--- src/rtl/wb_motor_ramp.sv ---
// Wishbone-controlled duty ramp generator feeding a four-channel PWM block.
// Each live duty slews toward its CPU-written target by STEP once per ramp
// tick. Disarming or a command-watchdog timeout ramps all channels to zero
// before the PWM enable drops.
module wb_motor_ramp #(
    parameter int bit_resolution = 8,
    parameter int tick_div       = 1000,
    parameter int wdt_ticks      = 250
) (
    input  logic                      clk,
    input  logic                      rst,
    input  logic                      wb_stb_i,
    input  logic                      wb_cyc_i,
    input  logic                      wb_we_i,
    input  logic [31:0]               wb_adr_i,
    input  logic [3:0]                wb_sel_i,
    input  logic [31:0]               wb_dat_i,
    output logic [31:0]               wb_dat_o,
    output logic                      wb_ack_o,
    output logic [bit_resolution-1:0] duty0,
    output logic [bit_resolution-1:0] duty1,
    output logic [bit_resolution-1:0] duty2,
    output logic [bit_resolution-1:0] duty3,
    output logic                      ena_out,
    output logic                      failsafe_o
);

    localparam int presc_w = (tick_div > 1) ? $clog2(tick_div) : 1;
    localparam int wdt_w   = (wdt_ticks > 0) ? $clog2(wdt_ticks + 1) : 1;
    localparam logic [presc_w-1:0] presc_last = presc_w'(tick_div - 1);
    localparam logic [wdt_w-1:0]   wdt_last   = wdt_w'((wdt_ticks > 0) ? wdt_ticks - 1 : 0);

    typedef logic [bit_resolution-1:0] val_t;

    logic               ack;
    logic [31:0]        dat_q;
    logic [presc_w-1:0] presc;
    logic               tick;
    logic [wdt_w-1:0]   wdt;
    logic               arm;
    logic               failsafe;
    logic               ena;
    val_t               step;
    val_t               step_eff;
    val_t               target    [4];
    val_t               duty      [4];
    val_t               duty_next [4];

    logic               access;
    logic               wr;
    logic [3:0]         idx;
    logic               wr_ctrl;
    logic               wr_step;
    logic               wr_tgt;
    logic [1:0]         tgt_sel;
    val_t               wr_val;
    logic               refresh;
    logic               expire;
    logic               all_zero;
    logic               busy;
    logic [31:0]        rd_mux;
    logic               unused_bits;

    assign access  = wb_stb_i & wb_cyc_i & ~ack;
    assign idx     = wb_adr_i[5:2];
    assign wr      = access & wb_we_i;
    assign wr_ctrl = wr & (idx == 4'd0);
    assign wr_step = wr & (idx == 4'd1);
    assign wr_tgt  = wr & (idx >= 4'd2) & (idx <= 4'd5);
    assign tgt_sel = 2'(idx - 4'd2);
    assign wr_val  = wb_dat_i[bit_resolution-1:0];

    // A target write, or an arm request that will be honoured, restarts the
    // watchdog and takes priority over an expiry landing on the same edge.
    assign refresh = wr_tgt | (wr_ctrl & wb_dat_i[0] & ~failsafe);
    assign tick    = (presc == presc_last);
    assign expire  = tick & arm & ~refresh & (wdt_ticks != 0) & (wdt == wdt_last);

    assign step_eff = (step == '0) ? val_t'(1) : step;

    assign unused_bits = &{1'b0, wb_sel_i, wb_adr_i[31:6], wb_adr_i[1:0], wb_dat_i};

    // Next duty per channel: step toward target with one guard bit, clamp at target.
    always_comb begin
        logic [bit_resolution:0] up;
        logic [bit_resolution:0] dn;
        up = '0;
        dn = '0;
        for (int i = 0; i < 4; i++) begin
            up = {1'b0, duty[i]} + {1'b0, step_eff};
            dn = {1'b0, duty[i]} - {1'b0, step_eff};
            duty_next[i] = duty[i];
            if (duty[i] < target[i]) begin
                duty_next[i] = (up > {1'b0, target[i]}) ? target[i] : up[bit_resolution-1:0];
            end else if (duty[i] > target[i]) begin
                duty_next[i] = (dn[bit_resolution] || (dn[bit_resolution-1:0] < target[i]))
                             ? target[i] : dn[bit_resolution-1:0];
            end
        end
    end

    // Channel status used by the enable drop-out and the CTRL busy bit.
    always_comb begin
        all_zero = 1'b1;
        busy     = 1'b0;
        for (int i = 0; i < 4; i++) begin
            if (duty[i] != '0)        all_zero = 1'b0;
            if (duty[i] != target[i]) busy     = 1'b1;
        end
    end

    // Register read mux; unused upper bits read as zero.
    always_comb begin
        rd_mux = 32'd0;
        case (idx)
            4'd0:    rd_mux = {29'd0, busy, failsafe, arm};
            4'd1:    rd_mux = 32'(step);
            4'd2:    rd_mux = 32'(target[0]);
            4'd3:    rd_mux = 32'(target[1]);
            4'd4:    rd_mux = 32'(target[2]);
            4'd5:    rd_mux = 32'(target[3]);
            4'd6:    rd_mux = 32'(duty[0]);
            4'd7:    rd_mux = 32'(duty[1]);
            4'd8:    rd_mux = 32'(duty[2]);
            4'd9:    rd_mux = 32'(duty[3]);
            default: rd_mux = 32'd0;
        endcase
    end

    // Bus handshake, prescaler, ramp, arming and watchdog state.
    always_ff @(posedge clk or negedge rst) begin
        if (!rst) begin
            ack      <= 1'b0;
            dat_q    <= 32'd0;
            presc    <= '0;
            wdt      <= '0;
            arm      <= 1'b0;
            failsafe <= 1'b0;
            ena      <= 1'b0;
            step     <= '0;
            for (int i = 0; i < 4; i++) begin
                target[i] <= '0;
                duty[i]   <= '0;
            end
        end else begin
            ack   <= access;
            presc <= tick ? '0 : presc + 1'b1;

            if (access && !wb_we_i) dat_q <= rd_mux;

            if (tick) begin
                for (int i = 0; i < 4; i++) duty[i] <= duty_next[i];
            end

            if (!arm && all_zero) ena <= 1'b0;

            if (wr_ctrl) begin
                if (wb_dat_i[1]) failsafe <= 1'b0;
                if (!failsafe) begin
                    if (wb_dat_i[0]) begin
                        arm <= 1'b1;
                        ena <= 1'b1;
                    end else begin
                        arm <= 1'b0;
                        for (int i = 0; i < 4; i++) target[i] <= '0;
                    end
                end
            end

            if (wr_step) step <= wr_val;

            // Targets only follow the CPU while armed; a disarmed write parks zero.
            if (wr_tgt && !failsafe) target[tgt_sel] <= arm ? wr_val : '0;

            if (refresh) begin
                wdt <= '0;
            end else if (tick && arm && (wdt_ticks != 0)) begin
                if (expire) begin
                    failsafe <= 1'b1;
                    arm      <= 1'b0;
                    wdt      <= '0;
                    for (int i = 0; i < 4; i++) target[i] <= '0;
                end else begin
                    wdt <= wdt + 1'b1;
                end
            end
        end
    end

    assign wb_ack_o   = wb_stb_i & wb_cyc_i & ack;
    assign wb_dat_o   = dat_q;
    assign duty0      = duty[0];
    assign duty1      = duty[1];
    assign duty2      = duty[2];
    assign duty3      = duty[3];
    assign ena_out    = ena;
    assign failsafe_o = failsafe;

endmodule

--- config.mk ---
export PLATFORM = sky130hd
export DESIGN_NAME = wb_motor_ramp
export DESIGN_NICKNAME = d
export VERILOG_FILES = /design/src/rtl/wb_motor_ramp.sv
export SDC_FILE = /design/constraint.sdc
export NUM_CORES = 1
export LEC_CHECK = 0
export BUFFER_PORTS_ARGS = -buffer_cell sky130_fd_sc_hd__buf_2
export CORE_MARGIN = 2
export CORE_UTILIZATION = 40
export DETAILED_ROUTE_END_ITERATION = 16
export PLACE_DENSITY = 0.71
export SKIP_LAST_GASP = 1
export SLEW_MARGIN = 20
export SYNTH_ARGS = -nofsm -noshare
export SYNTH_HDL_FRONTEND = slang
export SYNTH_SLANG_ARGS = --single-unit
export TNS_END_PERCENT = 50
--- constraint.sdc ---
create_clock -name clk -period 3.61 [get_ports clk]
set_input_delay 0.5415 -clock clk [delete_from_list [all_inputs] [get_ports clk]]
set_output_delay 0.5415 -clock clk [all_outputs]
set_load 0.01 [all_outputs]
# [Word level (Yosys, flattened, before mapping)]
# Index checks and enable logic that the tools add are counted.
[word_totals] rom_bits=0 elab_cells=163 regBits=126 in_bits=73 latchBits=0 ram_bits=0 memories=0 out_inout_bits=67
[classes] addsub=11 reduce_logical=27 order_cmp=20 n_eq_ne=15 n_mux=56 shift=0 n_bitwise=18 mul=0 div_mod_pow=0
[op_table] op="32-bit 2-to-1 mux" n=7
[op_table] op="8-bit 2-to-1 mux" n=22
[op_table] op="8-bit one-hot mux with 10 select lines" n=1
[op_table] op="8-bit less-than comparator" n=8
[op_table] op="8-bit by 8-bit adder with 9-bit output" n=4
[op_table] op="9-bit by 8-bit > comparator with 1-bit output" n=4
[op_table] op="8-bit by 8-bit subtractor with 9-bit output" n=4
[op_table] op="32-bit bitwise mux" n=1
[op_table] op="8-bit > comparator" n=4
[op_table] op="8-bit != test" n=4
[op_table] op="8-bit nonzero test" n=4
[op_table] op="1-bit 2-to-1 mux" n=23
[op_table] op="8-bit demux with 2-bit select" n=1
[op_table] op="4-bit by 3-bit equality test with 1-bit output (second input constant)" n=4
[op_table] op="1-bit bitwise AND" n=13
[op_table] op="10-bit by 1-bit adder with 10-bit output (second input constant)" n=1
[op_table] op="10-bit equality test (second input constant)" n=1
[op_table] op="10-bit 2-to-1 mux" n=1
[op_table] op="2-bit nonzero test" n=5
[op_table] op="8-bit by 1-bit adder with 8-bit output (second input constant)" n=1
[op_table] op="4-bit by 2-bit equality test with 1-bit output (second input constant)" n=2
[op_table] op="4-bit equality test (second input constant)" n=2
[op_table] op="8-bit equality test (second input constant)" n=1
[op_table] op="8-bit logical NOT" n=1
[op_table] op="other kinds (14)" n=28

# [Longest topological paths before layout]
# Gate-level depths: netlist (run 1).
[logic_depth] ltp_word=13 ltp_mapped=19 mapped_depth_nobuf=18

# [Least setup slack after synthesis (run 1)]
# Ideal clock, no wire load.
[synth_path] kind="reg-to-reg" startpoint="reg step[5]" endpoint="reg duty, in the netlist duty3[7]" stages_incl_launch_ff=19 path_slack_ns=-0.365 n_path_buf=1 arrival_time_ns=3.833 t_required_ns=3.468 cell_sequence="dfrtp_1 > inv_1 > a41o_1 > ha_1 > fa_1 > nor2b_1 > o221ai_1 > nand2b_1 > a21oi_1 > xor2_1 > ha_1 > a21o_1 > a211oi_1 > o2111ai_1 > a21oi_1 > buf_2 > nor2_1 > a21oi_1 > o221ai_1"
[synth_via] elab_chain_len=8 elab_cells_between_ends=11 cone_classes="2 x add/sub; 2 x order compare; 5 x mux; 2 x reduce/logical"
[synth_lines] item="start: declaration" line="43" source="val_t step;"
[synth_lines] item="start signal: assignment" line="170" source="if (wr_step) step <= wr_val;"
[synth_lines] item="8-bit logical NOT" line="79" source="assign step_eff = (step == '0) ? val_t'(1) : step;"
[synth_lines] item="8-bit 2-to-1 mux (*)" line="79"
[synth_lines] item="8-bit by 8-bit subtractor with 9-bit output" line="91" source="dn = {1'b0, duty[i]} - {1'b0, step_eff};"
[synth_lines] item="8-bit less-than comparator" line="96" source="duty_next[i] = (dn[bit_resolution] || (dn[bit_resolution-1:0] < target[i]))"
[synth_lines] item="1-bit logical OR" line="96"
[synth_lines] item="8-bit 2-to-1 mux" line="97" source="? target[i] : dn[bit_resolution-1:0];"
[synth_lines] item="8-bit 2-to-1 mux" line="95" source="end else if (duty[i] > target[i]) begin"
[synth_lines] item="8-bit 2-to-1 mux (*)" line="93" source="if (duty[i] < target[i]) begin"
[synth_lines] item="end signal: indexed assignment" line="143" source="duty[i] <= '0;"
[synth_lines] item="end: declaration" line="46" source="val_t duty [4];"
# Mark *: on every way between the ends. The rest lies on a longest branch, timed or not. The select of a mux whose other input is x is not followed.
# A chain may end at the register's enable or synchronous reset.

# [Worst setup path in the final report (run 1)]
[layout_path] startpoint="reg step[7]" endpoint="reg duty, in the netlist duty3[0]"
# Same word-level chain as after synthesis.

==> impl_metrics.toml, run 1 <==
[run_status]
status = "complete, but fails checks"
failed_checks = "setup timing"

[yosys]
yosysTopAreaCell = "dfrtp_1"
yosysSeqAreaShare_pct = 24.2
ys_seq_elements = 102
syn-cell-area_sq_um = 10600
synth_edf_count = 0
synth.top_cell.area_share_pct = 24.2
synth_area_per_cell_sq_um = 8.36
synth_warnings = 0
synth.distinct_cells = 77
synth-main-ff-cell = "dfrtp_1"
syn_inst = 1263
synthTopCellsByArea = "dfrtp_1, ha_1, nor2_1"
async_reset_ff_share_pct = 100

[power_and_ir_drop]
peakVddDrop_uv = 255
p_leak_nw = 6.04
power.density_nw_per_um2 = 359
power.total_mw = 4.59

[detailed_routing]
postRouteAntennaNets = 0
drt-total-wl_microns = 36200
routed-via-count = 10562
drc = 0
dr.pass1.iters = 6
drt_iter0_markers = 1039
wire_per_inst_microns = 20.5
viasPerCell = 5.97

[floorplan]
fp.dieArea_sq_um = 27700
ioPinCount = 140
core-area_sq_um = 26000
die_height_microns = 167
die-width_microns = 167
row_count = 59
initial_core_util_pct = 40.6

[clock_network]
clock_latency_ps = 370
cts_buffers = 9
cts_max_path_buffers = 2
cts_root_buffer = "clkbuf_16"
worst_setup_hold_path_clk_slew_ps = 80
ctsHoldBuffers = 0
cts_tree = "built"
clock_sinks = 102
htree_levels = 3

[setup_path]
critPathBufInv = 3
worstPathArrival_ps = 4320
r2r_cells = 20
startpoint_type = "register"
r2r_end = "duty3[0]$_DFFE_PN0P_"
crit_fanout = 5
reg2reg_slack_ps = -480
critPathKind = "register to register"
cpPeakStageDelay_ps = 410
cp.required_ps = 3840
slowest_stage = "dfrtp_1"
endpoint_kind = "register"
crit_path_cell_trace = "nor4_4 -> a41o_4 -> buf_4 -> buf_6 -> ha_4 -> inv_2 -> fa_2 -> a21o_1 -> nand4_1 -> nand3_1 -> nor2_1 -> xnor2_1 -> ha_1 -> and4_1 -> o21ai_1 -> a21oi_1 -> o22a_2 -> mux2i_2 -> mux2i_1 -> o21ai_0"
r2r_start = "step[7]$_DFFE_PN0P_"
critical_path.top_delay_family = "compound AO/OA/AOI/OAI gates"

[global_routing]
grt_overflow = 0
grt_pass1_vias = 10161
grt_antenna_before_repair = 0
grt_first_pass_wirelength_microns = 55100
grt.total_usage_pct = 25.1
grt_max_degree = 55

[sta]
period_share_pct = 113
hold_viol = 0
rsz0062_at_grt = "true"
worst_slack_ps = -475
skew_ps = 11.7
period_needed_ps = 4090
slew_violations = 0
maxSlewHeadroom_pct = 48.4
worst_pin_slew_ps = 767
max_freq_mhz = 245
setup_violations = 32

[placement]
dp_slack_ps = -378
dp_hpwl_microns = 27300
portBuffers = 59
gp_congestion = 0.987

[layout]
fill_cells = 2443
layout-drive-gt1-share_pct = 21.3
synthToLayoutAreaGrowth_pct = 21.2
ff_latch_area_sq_um = 2550
layout_common_cells = "ha_1, nor2_1, buf_4, dfrtp_1, a21oi_1"
final_common_cell = "ha_1"
nets = 1680
multi_input_area_sq_um = 7800
antennaDiodeCount = 0

[run]
maxCapViolations = 0

[worst_hold_path]
hold_path_class = "input port to asynchronous set/reset pin"
-- worst max path at each step --
| stage | start | endpoint | slack [ps] | cells after the start |
|---|---|---|---|---|
| after floorplan | step[1]$_DFFE_PN0P_ | duty0[4]$_DFFE_PN0P_ | -150 | 18 |
| after global placement | step[1]$_DFFE_PN0P_ | duty1[6]$_DFFE_PN0P_ | -320 | 19 |
| after detailed placement | step[1]$_DFFE_PN0P_ | duty0[4]$_DFFE_PN0P_ | -380 | 17 |
| after CTS | step[1]$_DFFE_PN0P_ | duty1[7]$_DFFE_PN0P_ | -360 | 20 |
| after global routing | step[7]$_DFFE_PN0P_ | duty0[0]$_DFFE_PN0P_ | -600 | 19 |
| final | step[7]$_DFFE_PN0P_ | duty3[0]$_DFFE_PN0P_ | -480 | 20 |
-- repair_timing --
| action | in CTS | in global routing |
|---|---|---|
| pin swaps | 20 | 35 |
| endpoints found under the hold margin | 0 | 0 |
| buffers inserted | 19 | 6 |
| gates resized for setup | 36 | 41 |
| endpoints found under the setup margin | 32 | 32 |
| cloned | 2 | 0 |
-- cell usage after synthesis, drive strengths merged (4+ instances only) --
master	number
ha	171
nor2	153
dfrtp	102
a21oi	98
nand2	85
o21ai	78
inv	77
buf	39
a32oi	37
xnor2	36
clkbuf	28
nand3	24
nor3	20
nor2b	18
nand2b	17
o221ai	17
xor2	17
a31oi	16
nor4	16
nand4	14
mux2	12
mux2i	12
a21o	11
a22oi	11
or3	11
and3	10
a221oi	9
o21bai	9
a211oi	8
fa	8
o21a	8
o22ai	8
o31ai	8
a22o	7
nand3b	7
o2111ai	5
a211o	4
a41oi	4
and2	4
o22a	4
or2	4
-- metrics by stage --
step                instance area (sq um)  instances  setup TNS (ps)  utilization [%]  hold WS (ps)
global placement                    11900       1725           -8200             45.9           463
global route                        12800       1768          -17280             49.2           303
detailed placement                  11900       1725          -10530             45.9           467
floorplan                           10700       1286            -927                -           246
CTS                                 12600       1762           -8110             48.4           270
finish                              12800       1768          -11190             49.2           229
-- flip-flops by register name, summed over array words and instances, names as in the netlist --
name        cells
target         32
presc          10
duty0           8
duty1           8
duty2           8
duty3           8
step            8
wb_dat_o        8
wdt             8
ack             1
arm             1
ena_out         1
failsafe_o      1
-- kinds of logic after synthesis --
logic type               share of synthesized area (%)
AO/OA/AOI/OAI                                     23.2
XOR/XNOR                                          4.39
adder cells (fa/ha/maj)                           21.8
buffers and inverters                             6.23
flip-flops                                        24.2
multiplexers                                      2.42
other                                           0.0355
AND/OR/NAND/NOR                                   17.8
-- layout make-up --
cell class,instances,share of cell area (%)
Timing Repair Buffer,197,11.2
Clock inverter,7,0.587
Tap cell,335,3.28
Inverter,77,2.29
Sequential cell,102,19.9
Clock buffer,9,1.76
Multi-Input combinational cell,1041,60.9
-- worst register-to-register path, delay by kind of cell, from the launching register on --
| family | cells | cell delay (ps) |
|---|---|---|
| AOI/OAI and AO/OA | 6 | 1050 |
| xor gates and xnor gates | 1 | 180 |
| adders and majority gates | 3 | 780 |
| buffers and inverters | 3 | 270 |
| DFF | 1 | 410 |
| muxes | 2 | 460 |
| and+or+nand+nor | 5 | 800 |
-- layer usage --
metal	routed length [microns]	share of wire (%)	track usage, %
met5	0	0	0
met1	15200	42	32.6
met2	16000	44	39.7
met4	1840	5.1	12.2
met3	3210	8.9	5.51
-- power by group --
part / switching [mW] / internal, mW
registers: 0.0290 / 1.16
logic: 1.28 / 1.11
clock network: 0.511 / 0.491
total: 1.82 / 2.77
No activity file was read; power rests on OpenSTA's default activity.
==> run 2, diff against run 1 <==
--- a/config.mk
+++ b/config.mk
@@ -9,6 +9,7 @@
 export CORE_MARGIN = 2
 export CORE_UTILIZATION = 40
 export DETAILED_ROUTE_END_ITERATION = 16
+export MAX_ROUTING_LAYER = met4
 export PLACE_DENSITY = 0.71
 export SKIP_LAST_GASP = 1
 export SLEW_MARGIN = 20
==> constraint.sdc (replaced) <==
create_clock -name clk -period 3.61 [get_ports clk]
set_input_delay 0 -clock clk [delete_from_list [all_inputs] [get_ports clk]]
set_output_delay 0 -clock clk [all_outputs]
set_load 0.01 [all_outputs]
==> impl_metrics.toml, run 2 (synthesized netlist as in run 1, its figures left out) <==
[detailed_routing]
wl_met3_microns = 3170
routed-via-count = 10769
wl_met1_microns = 15900
dr.pass1.iters = 8
drt_iter0_markers = 950
viasPerCell = 6.10
postRouteAntennaNets = 0
wire_per_inst_microns = 21.2
routed.top_layer = "met4"
drc = 0
drt-total-wl_microns = 37400
met2_length_microns = 16700

[power_and_ir_drop]
peakVddDrop_uv = 242
p_leak_nw = 6.02
power.density_nw_per_um2 = 361
power.total_mw = 4.60

[clock_network]
cts_max_path_buffers = 2
clock_latency_ps = 370
clock_sinks = 102
cts_buffers = 9
cts_tree = "built"
cts_root_buffer = "clkbuf_16"
worst_setup_hold_path_clk_slew_ps = 80
htree_levels = 3

[layout]
fin_util_pct = 49.0
layout_common_cells = "ha_1, nor2_1, buf_4, dfrtp_1, nand2_1"
antennaDiodeCount = 0
synthToLayoutAreaGrowth_pct = 20.6
fill_cells = 2517
top_register = "target"
largest_reg_flops = 32
instances_no_fill = 1766
nets = 1678
layout-drive-gt1-share_pct = 21.6
final_common_cell = "ha_1"
reg_top3 = "target x32, presc x10"
design_area_sq_um = 12700

[placement]
dpl_cell_area_sq_um = 11800
portBuffers = 59
dp_slack_ps = -454
dp_cells = 1713
gp_congestion = 0.985
dp_hpwl_microns = 28100

[setup_path]
crit_fanout = 7
endpoint_kind = "register"
r2r_cells = 18
reg2reg_slack_ps = -360
worstPathArrival_ps = 4210
critPathKind = "register to register"
cp.required_ps = 3860
r2r_start = "step[1]$_DFFE_PN0P_"
startpoint_type = "register"
cp-startpoint = "step[1]$_DFFE_PN0P_"
cp-endpoint = "duty0[4]$_DFFE_PN0P_"
r2r_end = "duty0[4]$_DFFE_PN0P_"

[sta]
skew_ps = 11.9
period_share_pct = 110
hold_ws_ps = 71.4
maxSlewHeadroom_pct = 36.2
tns_ps = -7900
max_freq_mhz = 252
worst_pin_slew_ps = 949
setup_violations = 32
rsz0062_at_grt = "true"
period_needed_ps = 3970
slew_violations = 0
hold_viol = 0
worst_slack_ps = -356

[floorplan]
die-width_microns = 167
row_count = 59
fp.dieArea_sq_um = 27700
initial_core_util_pct = 40.6
die_height_microns = 167
ioPinCount = 140
core-area_sq_um = 26000

[global_routing]
grt.total_usage_pct = 26.7
grt_first_pass_wirelength_microns = 57200
grt_antenna_before_repair = 0
grt_max_degree = 43
grt_pass1_vias = 10204
grt_overflow = 0

[run]
maxCapViolations = 0

[worst_hold_path]
hold_path_class = "input port to register"

[run_status]
failed_checks = "setup timing"
status = "complete, but fails checks"
[run 2: cell types whose count changed in the layout (fill, tap and decap cells not counted), moves of 3 or more]
cell	delta
a21oi_2	+7
a21oi_1	-6
inv_6	+4
nand2_1	+4
a22oi_1	-3
a22oi_2	+3
dlygate4sd3_1	+3
nand2_2	-3
xnor2_1	-3
xnor2_2	+3
[run 2: timing repair]
item	CTS	global route
resized for setup	32	46
setup endpoints to repair	32	32
buffers inserted	21	11
pin swaps	38	41
hold buffers	3	0
hold endpoints to repair	25	0
gates cloned	2	0
[run 2: final cells by class]
type / instances / area (sq um) / share of cell area, %
Multi-Input combinational cell: 1041 / 7830 / 61.5
Sequential cell: 102 / 2550 / 20.0
Timing Repair Buffer: 195 / 1360 / 10.7
Tap cell: 335 / 419 / 3.29
Inverter: 77 / 289 / 2.27
Clock buffer: 9 / 225 / 1.77
Clock inverter: 7 / 60.1 / 0.472
[run 2: how the worst min path moves through the flow]
stage	start	slack (ps)	cells after the start	end
after floorplan	rst	-300	0	ack$_DFF_PN0_
after global placement	rst	-70	1	duty1[5]$_DFFE_PN0P_
after detailed placement	rst	-60	1	duty1[6]$_DFFE_PN0P_
after CTS	wb_dat_i[2]	40	2	step[2]$_DFFE_PN0P_
after global routing	wb_dat_i[2]	60	2	step[2]$_DFFE_PN0P_
final	wb_dat_i[1]	70	3	failsafe_o$_DFF_PN0_
[run 2: per-layer routing]
layer	GRT usage, %	up-vias
li1	-	4923
met1	36.1	5152
met2	40.5	567
met3	3.45	127
met4	10.9	0
met5	-	-
[run 2: worst max-delay path: stages (launching register included)]
cell	delay, ps
dfrtp_1	390
nor4_2	310
a41o_4	270
buf_12	120
ha_4	130
fa_2	220
nand2b_4	60
a221oi_2	250
nor2_1	60
o21bai_1	180
xnor2_1	170
ha_1	280
a21o_1	170
a211oi_2	220
o2111ai_1	140
a221o_1	370
and2_4	190
a221oi_2	220
a21oi_1	90
[run 2: power breakdown]
group          internal [mW]  leakage, nW  total [mW]  switching [mW]
Clock                  0.485        0.138       0.995           0.511
Sequential              1.16         1.40        1.18          0.0224
Combinational           1.11         4.47        2.42            1.31
Total                   2.76         6.02        4.60            1.84
==> run 3, diff against run 2 <==
--- a/config.mk
+++ b/config.mk
@@ -8,6 +8,7 @@
 export BUFFER_PORTS_ARGS = -buffer_cell sky130_fd_sc_hd__buf_2
 export CORE_MARGIN = 2
 export CORE_UTILIZATION = 40
+export CTS_BUF_LIST = sky130_fd_sc_hd__clkbuf_4
 export DETAILED_ROUTE_END_ITERATION = 16
 export MAX_ROUTING_LAYER = met4
 export PLACE_DENSITY = 0.71
==> impl_metrics.toml, run 3 (synthesized netlist as in run 1, its figures left out) <==
[placement]
portBuffers = 59
dp_hpwl_microns = 28100
dp_cells = 1713
gp_congestion = 0.985

[layout]
layout-drive-gt1-share_pct = 22.0
top_register = "target"
nets = 1690
reg_top3 = "target x32, presc x10"
antennaDiodeCount = 0
largest_reg_flops = 32
final_common_cell = "ha_1"
synthToLayoutAreaGrowth_pct = 20.6
instances_no_fill = 1778
layout_common_cells = "ha_1, nor2_1, buf_4, dfrtp_1, nand2_1"

[global_routing]
grt_max_degree = 43
grt_pass1_vias = 10171
grt.total_usage_pct = 26.8
grt_overflow = 0
grt_antenna_before_repair = 0
grt_first_pass_wirelength_microns = 57200

[clock_network]
htree_levels = 3
cts_buffers = 9
clock_latency_ps = 520
cts_tree = "built"
worst_setup_hold_path_clk_slew_ps = 180
cts_max_path_buffers = 2
clock_sinks = 102
cts_root_buffer = "clkbuf_4"

[setup_path]
worstPathArrival_ps = 4400
slowest_stage = "dfrtp_1"
cp_common_cell = "buf_4"
critPathKind = "register to register"
path_depth = 25
critPathBufInv = 14
startpoint_type = "register"
endpoint_kind = "register"
cpPeakStageDelay_ps = 420
cp.required_ps = 4010
r2r_cells = 25
crit_fanout = 3
critical_path.top_delay_family = "buffers and inverters"

[floorplan]
core-area_sq_um = 26000
fp.dieArea_sq_um = 27700
die-width_microns = 167
die_height_microns = 167
initial_core_util_pct = 40.6
row_count = 59
ioPinCount = 140

[detailed_routing]
drt_iter0_markers = 995
drt-total-wl_microns = 37600
routed-via-count = 10804
wire_per_inst_microns = 21.2
postRouteAntennaNets = 0
viasPerCell = 6.08
dr.pass1.iters = 6
drc = 0

[power_and_ir_drop]
p_leak_nw = 6.02
peakVddDrop_uv = 196
power.density_nw_per_um2 = 335

[sta]
period_share_pct = 111
worst_slack_ps = -394
worst_pin_slew_ps = 900
setup_violations = 32
skew_ps = 26.4
maxSlewHeadroom_pct = 39.5
hold_viol = 0
rsz0062_at_grt = "true"
max_freq_mhz = 250
slew_violations = 0
tns_ps = -8990
period_needed_ps = 4000

[worst_hold_path]
hold_path_class = "input port to register"
hold_depth = 4

[run]
maxCapViolations = 0

[run_status]
failed_checks = "setup timing"
status = "complete, but fails checks"
## run 3: changes by cell type in the layout (fill, tap and decap cells not counted), sizes merged
cell | previous run | this run
buf | 192 | 195
dlygate4sd3 | 3 | 12
## run 3: tightest hold or removal path, cell delays in order
cell	delay, ps
buf_2	110
and4b_1	220
nand3_1	90
a21o_1	110
## run 3: timing repair
item                                   4_1_cts  5_1_grt
pin swaps                                   38       30
resized for setup                           31       55
setup endpoints to repair                   32       32
cloned                                       2        0
hold buffers                                13        0
endpoints found under the hold margin      146        0
setup buffers                               22       12
## run 3: per-stage QoR
step,cell area [sq um],power [mW],hold WS (ps),util [%],setup slack (ps)
5_1_grt,12700,4.53,45.4,49.0,-556
2_1_floorplan,10700,2.52,-296,-,-146
3_3_place_gp,11800,3.12,-67.6,45.5,-373
3_5_place_dp,11800,3.16,-58.3,45.5,-454
6_report,12700,4.27,49.4,49.0,-394
4_1_cts,12400,4.03,18.7,47.7,-377
## run 3: cell type report
class                      instances  area [sq um]
clock buffer                       9          67.6
clock inverter                     7          60.1
inverter                          77           289
sequential                       102          2550
multi-input combinational       1041          7860
timing repair buffer             207          1500
tap                              335           419
fill                            2518         13200
## run 3: power by group
part / switching (mW) / internal (mW) / total, mW
Sequential: 0.0227 / 1.16 / 1.19
Combinational: 1.32 / 1.14 / 2.45
Clock: 0.474 / 0.157 / 0.631
Total: 1.81 / 2.46 / 4.27
## run 3: final timing paths
path	startpoint	slack, ps	to
setup / recovery	step[1]$_DFFE_PN0P_	-390	duty3[6]$_DFFE_PN0P_
hold / removal	wb_we_i	50	failsafe_o$_DFF_PN0_
setup reg to reg	step[1]$_DFFE_PN0P_	-390	duty3[6]$_DFFE_PN0P_
hold reg to reg	ack$_DFF_PN0_	490	ack$_DFF_PN0_
max in group asynchronous	rst	2520	target[15]$_DFF_PN0_
min in group asynchronous	rst	540	step[6]$_DFFE_PN0P_
## run 3: per-layer routing
metal	track usage (%)	wire, microns	vias to the layer above
met5	-	0	-
met1	36.2	16000	5183
met2	40.6	17000	570
li1	-	-	4945
met4	10.0	1480	0
met3	4.21	3200	106
